[config.mk]
export PLATFORM = sky130hd
export DESIGN_NAME = uart_psram_cmd_flat
export DESIGN_NICKNAME = d
export VERILOG_FILES = /design/src/rtl/uart_psram_cmd_if.sv /design/src/rtl/uart_psram_cmd.sv /design/src/flat_wrapper.sv
export SDC_FILE = /design/constraint.sdc
export NUM_CORES = 1
export LEC_CHECK = 0
export BUFFER_PORTS_ARGS = -buffer_cell sky130_fd_sc_hd__buf_2
export CORE_MARGIN = 2
export CORE_UTILIZATION = 60
export DETAILED_ROUTE_END_ITERATION = 12
export PLACE_DENSITY = 0.85
export RECOVER_POWER = 25
export SYNTH_ARGS = -nofsm -noshare
export SYNTH_HDL_FRONTEND = slang
export SYNTH_SLANG_ARGS = --single-unit
[constraint.sdc]
create_clock -name mem_clk -period 4.2 [get_ports mem_clk]
set_input_delay 0.84 -clock mem_clk [delete_from_list [all_inputs] [get_ports mem_clk]]
set_output_delay 0.84 -clock mem_clk [all_outputs]
set_load 0.01 [all_outputs]
[src/rtl/uart_psram_cmd_if.sv]
// ---------------------------------------------------------------------------
// uart_psram_cmd_if
// Bundles the UART byte streams and the QPI PSRAM controller command signals
// seen by uart_psram_cmd.
//   master : the command stage (drives tx_*, ps_quad_start/read_write/
//            address/data_in and the status flags busy/overrun/timeout_err)
//   slave  : the environment (UART receiver/transmitter + PSRAM controller)
// Signals:
//   rx_data/rx_valid          received UART byte + one-cycle strobe
//   tx_data/tx_valid/tx_ready byte to the UART transmitter, valid/ready
//   ps_qpi_on                 controller initialised and in QPI mode
//   ps_endcommand             controller transaction complete
//   ps_data_out               controller read data
//   ps_quad_start             one-cycle transaction start pulse
//   ps_read_write             2 = read, 1 = write, 0 = none
//   ps_address/ps_data_in     word address / write data
//   busy/overrun/timeout_err  status flags
// ---------------------------------------------------------------------------
interface uart_psram_cmd_if;
  logic [7:0]  rx_data;
  logic        rx_valid;
  logic [7:0]  tx_data;
  logic        tx_valid;
  logic        tx_ready;
  logic        ps_qpi_on;
  logic        ps_endcommand;
  logic [15:0] ps_data_out;
  logic        ps_quad_start;
  logic [1:0]  ps_read_write;
  logic [22:0] ps_address;
  logic [15:0] ps_data_in;
  logic        busy;
  logic        overrun;
  logic        timeout_err;

  modport master (
    input  rx_data, rx_valid, tx_ready, ps_qpi_on, ps_endcommand, ps_data_out,
    output tx_data, tx_valid, ps_quad_start, ps_read_write, ps_address,
           ps_data_in, busy, overrun, timeout_err
  );

  modport slave (
    output rx_data, rx_valid, tx_ready, ps_qpi_on, ps_endcommand, ps_data_out,
    input  tx_data, tx_valid, ps_quad_start, ps_read_write, ps_address,
           ps_data_in, busy, overrun, timeout_err
  );
endinterface

[src/rtl/uart_psram_cmd.sv]
// ---------------------------------------------------------------------------
// uart_psram_cmd
// Parses a UART byte stream into single-word PSRAM transactions:
//   write frame: 'W' A2 A1 A0 D1 D0     read frame: 'R' A2 A1 A0
// Address = {A2[6:0],A1,A0}, data = {D1,D0}. A transaction is issued to the
// QPI controller once it reports QPI mode, and the result is returned on the
// UART transmit side: two data bytes (MSB first) for a read, RSP_ACK for a
// write, RSP_ERR for an unknown opcode, RSP_TMO when endcommand never came.
// Ports:
//   mem_clk : system clock shared with the PSRAM controller
//   rst_n   : asynchronous active-low reset
//   bus     : uart_psram_cmd_if.master (UART + PSRAM command + status)
// ---------------------------------------------------------------------------
module uart_psram_cmd #(
  parameter int unsigned TIMEOUT_CYCLES = 255,
  parameter logic [7:0]  OP_WRITE       = 8'h57,
  parameter logic [7:0]  OP_READ        = 8'h52,
  parameter logic [7:0]  RSP_ACK        = 8'h4B,
  parameter logic [7:0]  RSP_ERR        = 8'h3F,
  parameter logic [7:0]  RSP_TMO        = 8'hEE
) (
  input  logic             mem_clk,
  input  logic             rst_n,
  uart_psram_cmd_if.master bus
);

  // Timeout counter is never narrower than 8 bits.
  localparam int unsigned CNT_W_MIN = $clog2(TIMEOUT_CYCLES + 1);
  localparam int unsigned CNT_W     = (CNT_W_MIN < 8) ? 8 : CNT_W_MIN;
  localparam logic [CNT_W-1:0] TMO_LAST = CNT_W'(TIMEOUT_CYCLES);

  typedef enum logic [3:0] {
    IDLE, ADDR, DATA, WAIT_QPI, ISSUE, WAIT_END, TX_HI, TX_LO, TX_ONE
  } state_t;

  state_t           state;
  logic             is_read;
  logic [1:0]       idx;        // byte index inside the ADDR / DATA fields
  logic [6:0]       a2;         // A2[7] is dropped on capture
  logic [7:0]       a1;
  logic [7:0]       d1;
  logic [15:0]      resp;       // read data or status byte (in [7:0])
  logic [CNT_W-1:0] tmo_cnt;

  always_ff @(posedge mem_clk or negedge rst_n) begin
    if (!rst_n) begin
      state             <= IDLE;
      is_read           <= 1'b0;
      idx               <= 2'd0;
      a2                <= '0;
      a1                <= '0;
      d1                <= '0;
      resp              <= '0;
      tmo_cnt           <= '0;
      bus.tx_data       <= '0;
      bus.tx_valid      <= 1'b0;
      bus.ps_quad_start <= 1'b0;
      bus.ps_read_write <= 2'd0;
      bus.ps_address    <= '0;
      bus.ps_data_in    <= '0;
      bus.busy          <= 1'b0;
      bus.overrun       <= 1'b0;
      bus.timeout_err   <= 1'b0;
    end else begin
      bus.ps_quad_start <= 1'b0;

      case (state)
        IDLE: begin
          if (bus.rx_valid) begin
            bus.busy <= 1'b1;
            idx      <= 2'd0;
            if (bus.rx_data == OP_WRITE) begin
              is_read <= 1'b0;
              state   <= ADDR;
            end else if (bus.rx_data == OP_READ) begin
              is_read <= 1'b1;
              state   <= ADDR;
            end else begin
              resp  <= {8'h00, RSP_ERR};
              state <= TX_ONE;
            end
          end
        end

        ADDR: begin
          if (bus.rx_valid) begin
            case (idx)
              2'd0: begin
                a2  <= bus.rx_data[6:0];
                idx <= 2'd1;
              end
              2'd1: begin
                a1  <= bus.rx_data;
                idx <= 2'd2;
              end
              default: begin
                bus.ps_address <= {a2, a1, bus.rx_data};
                idx            <= 2'd0;
                if (is_read) begin
                  bus.ps_read_write <= 2'd2;
                  state             <= WAIT_QPI;
                end else begin
                  state <= DATA;
                end
              end
            endcase
          end
        end

        DATA: begin
          if (bus.rx_valid) begin
            if (idx == 2'd0) begin
              d1  <= bus.rx_data;
              idx <= 2'd1;
            end else begin
              bus.ps_data_in    <= {d1, bus.rx_data};
              bus.ps_read_write <= 2'd1;
              state             <= WAIT_QPI;
            end
          end
        end

        // Command fields are already registered and stay put until the
        // transaction ends, so the controller only needs the start pulse.
        WAIT_QPI: begin
          if (bus.ps_qpi_on) begin
            bus.ps_quad_start <= 1'b1;
            state             <= ISSUE;
          end
        end

        ISSUE: begin
          tmo_cnt <= '0;
          state   <= WAIT_END;
        end

        // endcommand is tested first so it wins over a simultaneous timeout.
        WAIT_END: begin
          if (bus.ps_endcommand) begin
            bus.ps_read_write <= 2'd0;
            if (is_read) begin
              resp  <= bus.ps_data_out;
              state <= TX_HI;
            end else begin
              resp  <= {8'h00, RSP_ACK};
              state <= TX_ONE;
            end
          end else if (tmo_cnt == TMO_LAST) begin
            bus.ps_read_write <= 2'd0;
            bus.timeout_err   <= 1'b1;
            resp              <= {8'h00, RSP_TMO};
            state             <= TX_ONE;
          end else begin
            tmo_cnt <= tmo_cnt + 1'b1;
          end
        end

        // Each TX state raises tx_valid one cycle after entry and drops it
        // the cycle after the handshake, which leaves an idle cycle between
        // the two bytes of a read response.
        TX_HI: begin
          if (!bus.tx_valid) begin
            bus.tx_valid <= 1'b1;
            bus.tx_data  <= resp[15:8];
          end else if (bus.tx_ready) begin
            bus.tx_valid <= 1'b0;
            state        <= TX_LO;
          end
        end

        TX_LO, TX_ONE: begin
          if (!bus.tx_valid) begin
            bus.tx_valid <= 1'b1;
            bus.tx_data  <= resp[7:0];
          end else if (bus.tx_ready) begin
            bus.tx_valid <= 1'b0;
            bus.busy     <= 1'b0;
            state        <= IDLE;
          end
        end

        default: begin
          bus.busy <= 1'b0;
          state    <= IDLE;
        end
      endcase

      // No backpressure on rx: bytes arriving outside frame parsing are lost.
      if (bus.rx_valid &&
          (state inside {WAIT_QPI, ISSUE, WAIT_END, TX_HI, TX_LO, TX_ONE})) begin
        bus.overrun <= 1'b1;
      end
    end
  end

endmodule

[src/flat_wrapper.sv]
// flat-port wrapper written by rule: the top's interface ports become plain ports
module uart_psram_cmd_flat 
#(
  parameter int unsigned TIMEOUT_CYCLES = 255,
  parameter logic [7:0]  OP_WRITE       = 8'h57,
  parameter logic [7:0]  OP_READ        = 8'h52,
  parameter logic [7:0]  RSP_ACK        = 8'h4B,
  parameter logic [7:0]  RSP_ERR        = 8'h3F,
  parameter logic [7:0]  RSP_TMO        = 8'hEE
)
  (mem_clk, rst_n, bus_rx_data, bus_rx_valid, bus_tx_ready, bus_ps_qpi_on, bus_ps_endcommand, bus_ps_data_out, bus_tx_data, bus_tx_valid, bus_ps_quad_start, bus_ps_read_write, bus_ps_address, bus_ps_data_in, bus_busy, bus_overrun, bus_timeout_err);
  uart_psram_cmd_if bus_i ();
  input  logic mem_clk;
  input  logic rst_n;
  input wire logic [$bits(bus_i.rx_data)-1:0] bus_rx_data;
  input wire logic [$bits(bus_i.rx_valid)-1:0] bus_rx_valid;
  input wire logic [$bits(bus_i.tx_ready)-1:0] bus_tx_ready;
  input wire logic [$bits(bus_i.ps_qpi_on)-1:0] bus_ps_qpi_on;
  input wire logic [$bits(bus_i.ps_endcommand)-1:0] bus_ps_endcommand;
  input wire logic [$bits(bus_i.ps_data_out)-1:0] bus_ps_data_out;
  output wire logic [$bits(bus_i.tx_data)-1:0] bus_tx_data;
  output wire logic [$bits(bus_i.tx_valid)-1:0] bus_tx_valid;
  output wire logic [$bits(bus_i.ps_quad_start)-1:0] bus_ps_quad_start;
  output wire logic [$bits(bus_i.ps_read_write)-1:0] bus_ps_read_write;
  output wire logic [$bits(bus_i.ps_address)-1:0] bus_ps_address;
  output wire logic [$bits(bus_i.ps_data_in)-1:0] bus_ps_data_in;
  output wire logic [$bits(bus_i.busy)-1:0] bus_busy;
  output wire logic [$bits(bus_i.overrun)-1:0] bus_overrun;
  output wire logic [$bits(bus_i.timeout_err)-1:0] bus_timeout_err;
  assign bus_i.rx_data = bus_rx_data;
  assign bus_i.rx_valid = bus_rx_valid;
  assign bus_i.tx_ready = bus_tx_ready;
  assign bus_i.ps_qpi_on = bus_ps_qpi_on;
  assign bus_i.ps_endcommand = bus_ps_endcommand;
  assign bus_i.ps_data_out = bus_ps_data_out;
  assign bus_tx_data = bus_i.tx_data;
  assign bus_tx_valid = bus_i.tx_valid;
  assign bus_ps_quad_start = bus_i.ps_quad_start;
  assign bus_ps_read_write = bus_i.ps_read_write;
  assign bus_ps_address = bus_i.ps_address;
  assign bus_ps_data_in = bus_i.ps_data_in;
  assign bus_busy = bus_i.busy;
  assign bus_overrun = bus_i.overrun;
  assign bus_timeout_err = bus_i.timeout_err;
  uart_psram_cmd #(.TIMEOUT_CYCLES(TIMEOUT_CYCLES), .OP_WRITE(OP_WRITE), .OP_READ(OP_READ), .RSP_ACK(RSP_ACK), .RSP_ERR(RSP_ERR), .RSP_TMO(RSP_TMO)) u_core (.mem_clk(mem_clk), .rst_n(rst_n), .bus(bus_i));
endmodule
==> impl_metrics.csv <==
group,metric,value,unit
clocking,clk_pin_slew,0.10,ns
grt,antenna_found_initial,0,
synthesis,synth_edf_count,0,
clocking,cts-resized-gates,0,
sta,slew_headroom,-0.652,%
clocking,cts_hold_buf,0,
min_path,holdPathStages,1,
synthesis,async_flop_share,100,%
worst_setup_path,startpoint_type,"flip-flop",
run_status,violations,"max-capacitance violations, max-slew violations",
detailed_routing,drc,0,
final_layout,diodes,0,
die,rows,32,
synthesis,netlist_instances,375,
die,core_area,0.00769,mm2
final_layout,final_layout_size_suffix_gt1_share,37.2,%
placed_design,place_inst,541,
detailed_routing,ant_nets,0,
die,die_width,92.7,um
sta,worst_pin_slew,1.51,ns
worst_setup_path,required,4.45,ns
placed_design,port_buffers,83,
clocking,post_cts_buffers,0,
placed_design,dpl.hpwl,6.68,mm
final_layout,post-route-util,69.8,%
synthesis,synth.area.mux_share,16.9,%
sta,fin_skew,0.0124,ns
synthesis,synth-compound-area-share,11.1,%
synthesis,yosys_warnings,0,
min_path,hp-class,"reg2reg",
synthesis,synth_seq_cells,108,
sta,hold_slack,0.463,ns
pwr,p_per_area,609,mW/mm2
run_status,status,"finished with violations",
worst_setup_path,r2r_slack,1.49,ns
die,initial_utilization,61.5,%
worst_setup_path,worst-setup-path-type,"reg2reg",
worst_setup_path,crit_path_end_kind,"flip-flop",
final_layout,final_cells,556,
synthesis,synth_nets,406,
clocking,cts_tree,"done",
final_layout,syn2layout_area_growth,13.6,%
die,die_area,0.00860,mm2
grt,grt-ovfl-total,0,
worst_setup_path,regToRegStartpoint,"u_core.state[1]",
sta,slew_violations,30,
sta,setup_viol,0,
clocking,cts.sinks,108,
worst_setup_path,cp_max_fo,23,
synthesis,synth_top_area_share,57.2,%
clocking,cts_buffers,9,
final_layout,finalNetCount,481,
pwr,p_leak,2.69,nW
synthesis,seq_area_frac_synth,57.2,%
placed_design,gp_congestion,0.879,
detailed_routing,viasPerCell,5.81,
detailed_routing,vias,3229,
grt,grt_pass1_wl,15.5,mm
grt,grt_pass1_vias,3142,
flow_run,cap_violations,1,
synthesis,synth.area.top_cells,"dfrtp_1 (57%), mux2_2 (12%), mux2_4 (2.9%)",
sta,fmax,0.370,GHz
synthesis,synth_cell_types,54,
worst_setup_path,ff2ff_path_depth,4,
synthesis,synthesis.area,0.00472,mm2
detailed_routing,drt-total-wl,9.56,mm
detailed_routing,drt_iter0_markers,199,
synthesis,yosys_most_used_dff,"dfrtp_1",
clocking,ctsRootBufferMaster,"clkbuf_8",
sta,period_share,64.4,%
grt,grt_use_total,23.1,%
synthesis,avgSynthCellArea,12.6,um2
synthesis,synth_top_family_by_area,"multiplexers",
synthesis,synth-simple-area-share,10.5,%
min_path,min_to,"u_core.bus.overrun",
sta,post-route-min-period,2.71,ns
synthesis,yosys.area_share.adder,0.265,%
grt,grt_max_degree,43,
detailed_routing,routedWlPerCell,17.2,um
synthesis,synth_xor_area_share,1.30,%
die,die_height,92.7,um
sta,hold_violations,0,
sta,fin_setup_tns,0,ns
sta,rsz0062_at_grt,"false",
pwr,vdd_ir_drop_max,0.406,mV
detailed_routing,first_pass_iters,4,
die,io_pins,84,
worst_setup_path,timing.rr.end,"u_core.bus.ps_address[12]",
worst_setup_path,worstPathArrival,2.95,ns
synthesis,yosys.area.top_type,"dfrtp_1",
clocking,htreeDepth,3,
clocking,worstSkewPairLatency,0.36,ns
min_path,min-delay-start,"u_core.bus.overrun",
clocking,cts.path.max_buffers,2,
-- area by class of cell --
type,count,area (um2)
clock inverters,6,70.1
repair buffers,86,432
fillers,574,2320
clock buffers,9,124
well taps,102,128
flip-flops and latches,108,2700
multi-input cells,241,1900
inverters,4,15.0
-- worst max path at each step --
stage,slack [ns],cells after the start,endpoint,from
after CTS,1.50,4,u_core.bus.ps_address[12],u_core.state[1]
final,1.49,4,u_core.bus.ps_address[12],u_core.state[1]
after floorplan,1.82,7,u_core.bus.ps_data_in[10],bus_rx_valid
after detailed placement,1.54,4,u_core.bus.ps_address[12],u_core.state[1]
after global placement,1.62,4,u_core.bus.ps_address[10],u_core.state[1]
after global routing,1.19,2,u_core.bus.busy,rst_n
-- critical path, cell delays in order, from the launching register on --
cell      delay (ns)
dfrtp_1         0.60
nand2b_1        0.33
nor3_1          0.30
and3_1          0.93
mux2_2          0.43
-- metrics by stage --
step | instance area, um2 | worst slack (ns) | total power [mW]
after floorplan | 4720 | 1.82 | 2.31
after global placement | 5180 | 1.62 | 2.59
after detailed placement | 5180 | 1.54 | 2.65
after CTS | 5380 | 1.50 | 3.29
after global routing | 5370 | 1.19 | 3.47
final | 5370 | 1.49 | 3.27
-- synth_stat cells, types with 2 or more instances --
cell type and count:
a22o_1 10, inv_1 4, mux2i_1 8, nand2_1 19
nand3b_1 2, and2_1 3, nand3_1 5, dfrtp_1 108
o22ai_1 2, a21oi_1 18, nor3_1 7, nand4_1 2
buf_2 7, or4b_2 2, a31oi_1 4, nand4bb_1 2
mux2_2 52, o21ai_0 16, o41ai_1 2, a2111oi_0 2
and3_1 3, clkbuf_1 11, nor2_1 28, o2111ai_1 2
xor2_1 7, o22a_1 2, buf_4 2, mux2_4 9
nand2b_1 6, a21o_1 6
-- sequential cells by signal (all words and copies together), names as in the netlist, 2 cells and up --
| name | count |
|---|---|
| u_core.bus.ps_address | 23 |
| u_core.bus.ps_data_in | 16 |
| u_core.bus.tx_data | 8 |
| u_core.idx | 2 |
| u_core.a2 | 7 |
| u_core.bus.ps_read_write | 2 |
| u_core.resp | 16 |
| u_core.d1 | 8 |
| u_core.tmo_cnt | 8 |
| u_core.state | 4 |
| u_core.a1 | 8 |
-- power breakdown --
group | leakage, nW | switching, mW | total [mW] | internal [mW]
sequential | 1.40 | 0.246 | 1.58 | 1.34
combinational | 1.19 | 0.517 | 1.05 | 0.531
clock | 0.100 | 0.359 | 0.638 | 0.280
total | 2.69 | 1.12 | 3.27 | 2.15
-- per-layer routing --
| metal | track usage, % | up-vias | wire (um) |
|---|---|---|---|
| met5 | 0 | - | 0 |
| met4 | 6.86 | 0 | 166 |
| met3 | 5.86 | 15 | 621 |
| met2 | 38.2 | 101 | 4710 |
| met1 | 30.6 | 1603 | 4070 |
| li1 | - | 1510 | - |
-- layout by cell type, fill, tap and decap left out, drive strengths merged, types with 8 or more instances in the layout --
| cell type | n |
|---|---|
| a22o | 10 |
| buf | 83 |
| o21ai | 17 |
| mux2 | 61 |
| a21oi | 19 |
| nor2 | 28 |
| nand2 | 20 |
| dfrtp | 108 |
| clkbuf | 12 |
| mux2i | 8 |
-- cells by family after synthesis --
logic type	after synthesis
DFF	108
and+or+nand+nor	89
AOI/OAI and AO/OA	75
muxes	69
buffers and inverters	26
xor gates and xnor gates	7
adders and majority gates	1
No activity file was read; power rests on OpenSTA's default activity.
